File: config.mk
export PLATFORM = sky130hd
export DESIGN_NAME = trigger_capture_flat
export DESIGN_NICKNAME = d
export VERILOG_FILES = /design/src/rtl/trigger_capture_if.sv /design/src/rtl/trigger_capture.sv /design/src/flat_wrapper.sv
export SDC_FILE = /design/constraint.sdc
export NUM_CORES = 1
export LEC_CHECK = 0
export ABC_AREA = 1
export CORE_UTILIZATION = 58
export CTS_CLUSTER_DIAMETER = 50
export DETAILED_ROUTE_END_ITERATION = 8
export PLACE_DENSITY = 0.81
export SYNTH_ARGS = -nofsm -noshare
export SYNTH_HDL_FRONTEND = slang
export SYNTH_SLANG_ARGS = --single-unit
export TNS_END_PERCENT = 1
File: constraint.sdc
create_clock -name clk -period 2.3 [get_ports clk]
set_input_delay 0.23 -clock clk [delete_from_list [all_inputs] [get_ports clk]]
set_output_delay 0.23 -clock clk [all_outputs]
set_load 0.005 [all_outputs]
File: src/rtl/trigger_capture_if.sv
// Display write port shared between trigger_capture and the waveform display.
//   full   : display -> capture, previous capture complete and buffers swapped
//   sample : capture -> display, screen row of the captured sample
//   valid  : capture -> display, one-cycle write strobe for sample
interface trigger_capture_if;
  logic       full;
  logic [8:0] sample;
  logic       valid;

  modport master (input full, output sample, output valid);
  modport slave  (output full, input sample, input valid);
endinterface

File: src/rtl/trigger_capture.sv
// Trigger and acquisition stage feeding the VGA waveform display.
// Arms once the display reports `full`, waits for a level crossing of the
// latched trigger level (or an optional auto-trigger timeout), then writes
// NSAMPLES decimated, screen-scaled samples to the display port.
//
// Ports:
//   clk, reset  : single clock, synchronous active-high reset
//   adc_data    : unsigned ADC code, qualified by adc_valid
//   adc_valid   : one-cycle sample strobe
//   trig        : trigger level (ADC code units)
//   rising      : 1 = rising-edge trigger, 0 = falling-edge
//   auto_en     : enable the auto-trigger timeout
//   decim       : keep one sample in every decim+1
//   disp        : display write port (full in, sample/valid out)
//   armed       : high while waiting for a trigger
//   auto_fired  : last capture was started by the timeout
module trigger_capture #(
  parameter int ADC_W       = 12,
  parameter int NSAMPLES    = 640,
  parameter int SHIFT       = 4,
  parameter int ROW_BASE    = 278,
  parameter int AUTO_CYCLES = 2_000_000
) (
  input  logic               clk,
  input  logic               reset,
  input  logic [ADC_W-1:0]   adc_data,
  input  logic               adc_valid,
  input  logic [ADC_W-1:0]   trig,
  input  logic               rising,
  input  logic               auto_en,
  input  logic [7:0]         decim,
  trigger_capture_if.master  disp,
  output logic               armed,
  output logic               auto_fired
);

  localparam int TW = (AUTO_CYCLES > 1) ? $clog2(AUTO_CYCLES) : 1;
  localparam int NW = (NSAMPLES > 1) ? $clog2(NSAMPLES) : 1;

  typedef enum logic [1:0] {WAIT_READY, ARM, CAPTURE} state_t;

  // Trigger settings captured on ARM entry; held for the whole capture.
  typedef struct packed {
    logic [ADC_W-1:0] trig;
    logic             rising;
    logic [7:0]       decim;
    logic             auto_en;
  } cfg_t;

  state_t           state_q, state_d;
  cfg_t             cfg_q, cfg_d;
  logic [ADC_W-1:0] prev_q, prev_d;
  logic             prev_ok_q, prev_ok_d;
  logic [TW-1:0]    tcnt_q, tcnt_d;
  logic [7:0]       dc_q, dc_d;
  logic [NW-1:0]    n_q, n_d;
  logic [8:0]       sample_q, sample_d;
  logic             valid_q, valid_d;
  logic             auto_fired_q, auto_fired_d;

  logic crossing, timeout_hit, auto_hit;

  // Row = ROW_BASE - (code >> SHIFT), clamped at the top of the screen.
  function automatic logic [8:0] scale(input logic [ADC_W-1:0] d);
    logic [31:0] s;
    s = 32'(d >> SHIFT);
    if (s > 32'(ROW_BASE)) return 9'd0;
    return 9'(32'(ROW_BASE) - s);
  endfunction

  always_comb begin
    if (cfg_q.rising)
      crossing = prev_ok_q && (prev_q < cfg_q.trig) && (adc_data >= cfg_q.trig);
    else
      crossing = prev_ok_q && (prev_q > cfg_q.trig) && (adc_data <= cfg_q.trig);
  end

  // Counter saturates at AUTO_CYCLES-1, so the timeout stays pending until
  // the next strobe arrives.
  assign timeout_hit = (tcnt_q == TW'(AUTO_CYCLES - 1));
  assign auto_hit    = cfg_q.auto_en && timeout_hit;

  always_comb begin
    state_d      = state_q;
    cfg_d        = cfg_q;
    prev_d       = prev_q;
    prev_ok_d    = prev_ok_q;
    tcnt_d       = tcnt_q;
    dc_d         = dc_q;
    n_d          = n_q;
    sample_d     = sample_q;
    valid_d      = 1'b0;
    auto_fired_d = auto_fired_q;

    case (state_q)
      WAIT_READY: begin
        if (disp.full) begin
          state_d   = ARM;
          cfg_d     = '{trig: trig, rising: rising, decim: decim, auto_en: auto_en};
          prev_ok_d = 1'b0;
          tcnt_d    = '0;
        end
      end

      ARM: begin
        if (!timeout_hit) tcnt_d = tcnt_q + 1'b1;
        if (adc_valid) begin
          prev_d    = adc_data;
          prev_ok_d = 1'b1;
          if (crossing || auto_hit) begin
            // A real crossing wins over a simultaneous timeout.
            sample_d     = scale(adc_data);
            valid_d      = 1'b1;
            auto_fired_d = !crossing;
            dc_d         = '0;
            n_d          = '0;
            state_d      = (NSAMPLES == 1) ? WAIT_READY : CAPTURE;
          end
        end
      end

      CAPTURE: begin
        if (adc_valid) begin
          if (dc_q == cfg_q.decim) begin
            sample_d = scale(adc_data);
            valid_d  = 1'b1;
            dc_d     = '0;
            n_d      = n_q + 1'b1;
            // n_q is the index of the last emitted sample.
            if (n_q == NW'(NSAMPLES - 2)) state_d = WAIT_READY;
          end else begin
            dc_d = dc_q + 1'b1;
          end
        end
      end

      default: state_d = WAIT_READY;
    endcase
  end

  always_ff @(posedge clk) begin
    if (reset) begin
      state_q      <= WAIT_READY;
      cfg_q        <= '0;
      prev_q       <= '0;
      prev_ok_q    <= 1'b0;
      tcnt_q       <= '0;
      dc_q         <= '0;
      n_q          <= '0;
      sample_q     <= '0;
      valid_q      <= 1'b0;
      auto_fired_q <= 1'b0;
    end else begin
      state_q      <= state_d;
      cfg_q        <= cfg_d;
      prev_q       <= prev_d;
      prev_ok_q    <= prev_ok_d;
      tcnt_q       <= tcnt_d;
      dc_q         <= dc_d;
      n_q          <= n_d;
      sample_q     <= sample_d;
      valid_q      <= valid_d;
      auto_fired_q <= auto_fired_d;
    end
  end

  assign disp.sample = sample_q;
  assign disp.valid  = valid_q;
  assign armed       = (state_q == ARM);
  assign auto_fired  = auto_fired_q;

endmodule

File: src/flat_wrapper.sv
// flat-port wrapper written by rule: the top's interface ports become plain ports
module trigger_capture_flat 
#(
  parameter int ADC_W       = 12,
  parameter int NSAMPLES    = 640,
  parameter int SHIFT       = 4,
  parameter int ROW_BASE    = 278,
  parameter int AUTO_CYCLES = 2_000_000
)
  (clk, reset, adc_data, adc_valid, trig, rising, auto_en, decim, armed, auto_fired, disp_full, disp_sample, disp_valid);
  trigger_capture_if disp_i ();
  input  logic clk;
  input  logic reset;
  input  logic [ADC_W-1:0] adc_data;
  input  logic adc_valid;
  input  logic [ADC_W-1:0] trig;
  input  logic rising;
  input  logic auto_en;
  input  logic [7:0] decim;
  output logic armed;
  output logic auto_fired;
  input wire logic [$bits(disp_i.full)-1:0] disp_full;
  output wire logic [$bits(disp_i.sample)-1:0] disp_sample;
  output wire logic [$bits(disp_i.valid)-1:0] disp_valid;
  assign disp_i.full = disp_full;
  assign disp_sample = disp_i.sample;
  assign disp_valid = disp_i.valid;
  trigger_capture #(.ADC_W(ADC_W), .NSAMPLES(NSAMPLES), .SHIFT(SHIFT), .ROW_BASE(ROW_BASE), .AUTO_CYCLES(AUTO_CYCLES)) u_core (.clk(clk), .reset(reset), .adc_data(adc_data), .adc_valid(adc_valid), .trig(trig), .rising(rising), .auto_en(auto_en), .decim(decim), .disp(disp_i), .armed(armed), .auto_fired(auto_fired));
endmodule
**Yosys cells after proc, flatten, opt, wreduce, memory -nomap -nowiden**

Cells that the tools add are included.
W data, S select, Z words.

- Register bits: 87
- Input port bits: 38
- Output and inout bits: 12
- Logic and storage cells: 96

- $add $sub $neg: 4
- Magnitude comparators: 5
- Eq/ne operators: 12
- Mux-type cells: 44
- Reduce and logical (&&, ||, !) cells: 18

Operator list:

| kind | number |
|---|---|
| $mux W9 | 7 |
| $mux W21 | 2 |
| $pmux W21 S2 | 1 |
| $mux W10 | 4 |
| $mux W8 | 4 |
| $add A21 B1 Y21 const B | 1 |
| $eq A21 B21 Y1 const B | 1 |
| $pmux W10 S2 | 1 |
| $pmux W9 S2 | 1 |
| $pmux W8 S2 | 1 |
| $mux W1 | 14 |
| $ge A12 B12 Y1 | 1 |
| $gt A12 B12 Y1 | 1 |
| $le A12 B12 Y1 | 1 |
| $lt A12 B12 Y1 | 1 |
| $mux W2 | 6 |
| $add A10 B1 Y10 const B | 1 |
| $eq A10 B10 Y1 const B | 1 |
| $gt A8 B9 Y1 const B | 1 |
| $reduce_and A3 Y1 | 3 |
| $sub A9 B8 Y9 const A | 1 |
| $add A8 B1 Y8 const B | 1 |
| $eq A8 B8 Y1 | 1 |
| $ne A2 B2 Y1 const B | 4 |
| 14 further kinds | 23 |

**Longest topological paths before layout**

- Depth after elaboration: 12
- Depth in mapped cells: 18

**Worst setup path before layout**

OpenSTA, ideal clock, no wires.

- Path type: reg2reg
- Start point: reg u_core.tcnt_q[0]
- End point: reg u_core.n_q[1]
- Data arrival time: 1.760 ns
- Path slack: 0.421 ns
- Stages on the path, launching flop included: 13
- Path buffers: 2
- Path through: dfxtp_1 -> ha_1 -> nand2_2 -> nor2_4 -> nand2_2 -> nor3_2 -> nand3_2 -> nand4_2 -> nand3_2 -> buf_6 -> buf_6 -> nand3_1 -> o21ai_1

- Longest elaborated chain between the ends: 5

RTL lines:

| element | line | RTL |
|---|---|---|
| start: declaration | trigger_capture.sv:54 | `logic [TW-1:0] tcnt_q, tcnt_d;` |
| start signal: assignment | trigger_capture.sv:158 | `tcnt_q <= tcnt_d;` |
| $eq A21 B21 Y1 | trigger_capture.sv:80 | `assign timeout_hit = (tcnt_q == TW'(AUTO_CYCLES - 1));` |
| $logic_and A1 B1 Y1 | trigger_capture.sv:81 | `assign auto_hit = cfg_q.auto_en && timeout_hit;` |
| $logic_or A1 B1 Y1 | trigger_capture.sv:110 | `if (crossing \|\| auto_hit) begin` |
| $ne A2 B1 Y1 (no line) | -- |  |
| $reduce_and A5 Y1 (no line) | -- |  |
| end signal: assignment | trigger_capture.sv:160 | `n_q <= n_d;` |
| end: declaration | trigger_capture.sv:56 | `logic [NW-1:0] n_q, n_d;` |

No other way between the ends.
A chain may end at the register's enable or synchronous reset.

**Worst setup path in the final report**

- Start point: reg u_core.tcnt_q[0]
- End point: reg u_core.n_q[2]

Same word-level chain as after synthesis.

==> results.md <==
* Run status: finished, final reports clean
* Clock sink count at slightly below 90
* Full die area at slightly above 9000 um2
* Cell variety after synth at 37
* HP Class: reg2reg
* Max-Cap Viols at 0
* Reg2reg start: u_core.tcnt_q[0]
* Largest net degree at the start of global routing at 38
* Postcts setup bufs at 0
* CTS tree: done
* Syn-to-layout area delta at 18.80%
* Worst-Skew Late Latency at about 0.37 ns
* TNS Setup at 0 ns
* Final Max Tran Viols at 0
* EDFF count, synth at 0
* Startpoint types: register
* Final setup vio count at 0
* Ys Warns at 0
* Clock skew at roughly 0.016 ns
* Overflow after GRT at 0
* CTS clock-pin slew for the worst setup and hold paths at 0.09 ns
* Routing usage on met3 at 0.04625
* Starting DRC count in detailed routing at ~250
* Fmax at between 400 and 500 MHz
* Post-synthesis cell count at around 760
* DRC viols at 0
* Initial antenna violation count at 0
* Antenna cells at 0
* I/O pins at 50
* Endpoint class of the critical path: register
* CTS Buf Count at 9
* Leakage at 2.593 nW
* First-pass GRT wire length at about 20000 um
* Worst vdd ir at a little under 0.5 mV
* Syn nets at about 830
* Fin. Hold Viols at 0
* Met2 Use GR at 0.4774
* CP required at between 2 and 3 ns
* Placed insts at between 900 and 1000
* Share of layout cells above drive strength 1 at 0.08475
* Post-CTS sizing at 0
* DR pass1 iterations at 5
* CTS Hold Bufs at 0
* Crit. Startpoint: u_core.tcnt_q[0]
* Mapped Avg Cell Area at 6.698 um2
* Layout Cells excl Fill at between 900 and 1000
* Initial Util at 0.6095
* Worst hold margin at approximately 0.47 ns
* RSZ-0062 raised after global routing: false
* DIE HEIGHT at roughly 96 um
* Core Area at ~8300 um2
* Routed len/inst at 12.80 um
* Main synth FF type: dfxtp_1
* Post-route minimum period at roughly 2.1 ns
* Via density at about 5.4
* DP HPWL at roughly 9000 um
* Largest area contributor in the netlist: dfxtp_1
* Final instance area at 6040 um2
* GP Congestion at between 0.9 and 1
* Share of the synthesized area in the top cell type at 0.3426
* GR peak layer: met2
* Sequential fraction of the synthesis area at 0.3426
* Actual slew at the worst max-slew pin at ~0.46 ns
* Fin crit share at 0.9207
* Drt total wl at 11920 um
* Die Wd at 95.62 um
* Slew HR at 0.6911
* Post-layout net count at 891
* R2R Path End: u_core.n_q[2]
* Number of port buffers at 49
* Yosys reg bits at 87
* Asr flop ratio synth at 0
* Critical Path Sink: u_core.n_q[2]
* GRT Overall Usage at 0.2771
* Crit Path Class: reg2reg
* Routed via count at between 4000 and 5000
* Pwr Density at around 830 nW/um2
* Root Driver: clkbuf_8
* # rows at 33
* Longest Clk Path Bufs at 2
* R2R setup slack at about 0.18 ns
* Met1 GRT Util at 0.3484
* Antenna-violating nets left at 0
* Vias in the first global route at 4590
* CP arrival at about 2.4 ns
* Top post-synthesis cells by count: nand2_1 (158), nor2_1 (103), inv_1 (100), dfxtp_1 (87), a21oi_1 (53)
* R2r worst-path depth at 12
* Most frequent cell after synthesis: nand2_1
* Max FO, Critical Path at 28
* Area after DPL at a little under 6000 um2
* Largest cells by area after synthesis: dfxtp_1 (34%), nand2_1 (12%), ha_1 (7.9%), nor2_1 (7.6%), inv_1 (7.4%)
* CTS H-tree lvls at 3
* Mapped cell area at between 5000 and 6000 um2
[registers in the layout (all words and copies together), names as in the netlist, 2 cells and up]
register	cells
u_core.tcnt_q	21
u_core.disp.sample	9
u_core.dc_q	8
u_core.prev_q	12
u_core.state_q	2
u_core.n_q	10
u_core.cfg_q	22
[worst max-delay path: stages (launching register included)]
cell     delay, ns
dfxtp_1       0.42
ha_2          0.26
nand2_2       0.10
nor2_4        0.10
nand2_2       0.06
nor3_2        0.26
nand3_2       0.16
nand4_2       0.15
nand3_2       0.11
buf_12        0.20
nand2_1       0.07
nand2_1       0.05
nor2_1        0.11
[routing by layer]
metal / part of all wire / vias up
met5: 0 / -
met4: 0.014 / 0
met3: 0.054 / 16
met2: 0.48 / 133
met1: 0.45 / 2267
li1: - / 2572
[final cells by class]
class,instances,area (um2)
Clock buffer,11,151.4
Clock inverter,5,63.81
Fill cell,703,2301
Inverter,103,386.6
Multi-Input combinational cell,540,2829
Sequential cell,87,1742
Tap cell,105,131.4
Timing Repair Buffer,80,735.7
[placed cells by master (no fill, tap or decap), types with 9 or more instances in the layout]
master and n:
nand2_1 156, nor2_1 103, inv_1 100, dfxtp_1 87, a21oi_1 52, clkdlybuf4s50_1 49, nand3_1 44, o21ai_0 43
ha_1 31, buf_4 30, nand4_1 26, nor3_1 25, xor2_1 14, clkbuf_8 11, xnor2_1 9
[logic make-up (layout without fill, tap and decap cells)]
kind of cell	count (synthesis)	after routing	synth area share
flip-flops	87	87	0.3426
adder cells (fa/ha/maj)	32	32	0.07876
XOR/XNOR	23	23	0.03963
buffers and inverters	132	199	0.1031
AO/OA/AOI/OAI	107	107	0.1110
AND/OR/NAND/NOR	378	378	0.3249
[stage by stage]
stage               power [mW]  setup slack, ns  utilization
floorplan                3.271           0.4214            -
global placement         3.808         -0.08788       0.6970
detailed placement       3.892          -0.1431       0.6970
CTS                      5.028           0.1345       0.7228
global route             5.406         0.003211       0.7241
finish                   5.026           0.1823       0.7241
[worst min-delay path by stage]
stage | endpoint | slack (ns) | cells past startpoint | startpoint
2_1_floorplan | u_core.disp.sample[0] | 0.36 | 2 | adc_data[4]
3_3_place_gp | u_core.prev_q[0] | 0.45 | 2 | u_core.prev_q[0]
3_5_place_dp | u_core.cfg_q[3] | 0.47 | 2 | u_core.cfg_q[3]
4_1_cts | u_core.cfg_q[3] | 0.48 | 2 | u_core.cfg_q[3]
5_1_grt | u_core.cfg_q[4] | 0.50 | 3 | decim[3]
6_report | u_core.prev_q[0] | 0.47 | 2 | u_core.prev_q[0]
[report_power, final]
group,total [mW],internal (mW),leakage (nW),switching [mW]
Clock,1.13,0.569,0.106,0.564
Combinational,1.94,0.781,1.78,1.16
Sequential,1.96,1.78,0.710,0.175
No activity file was read; power rests on OpenSTA's default activity.
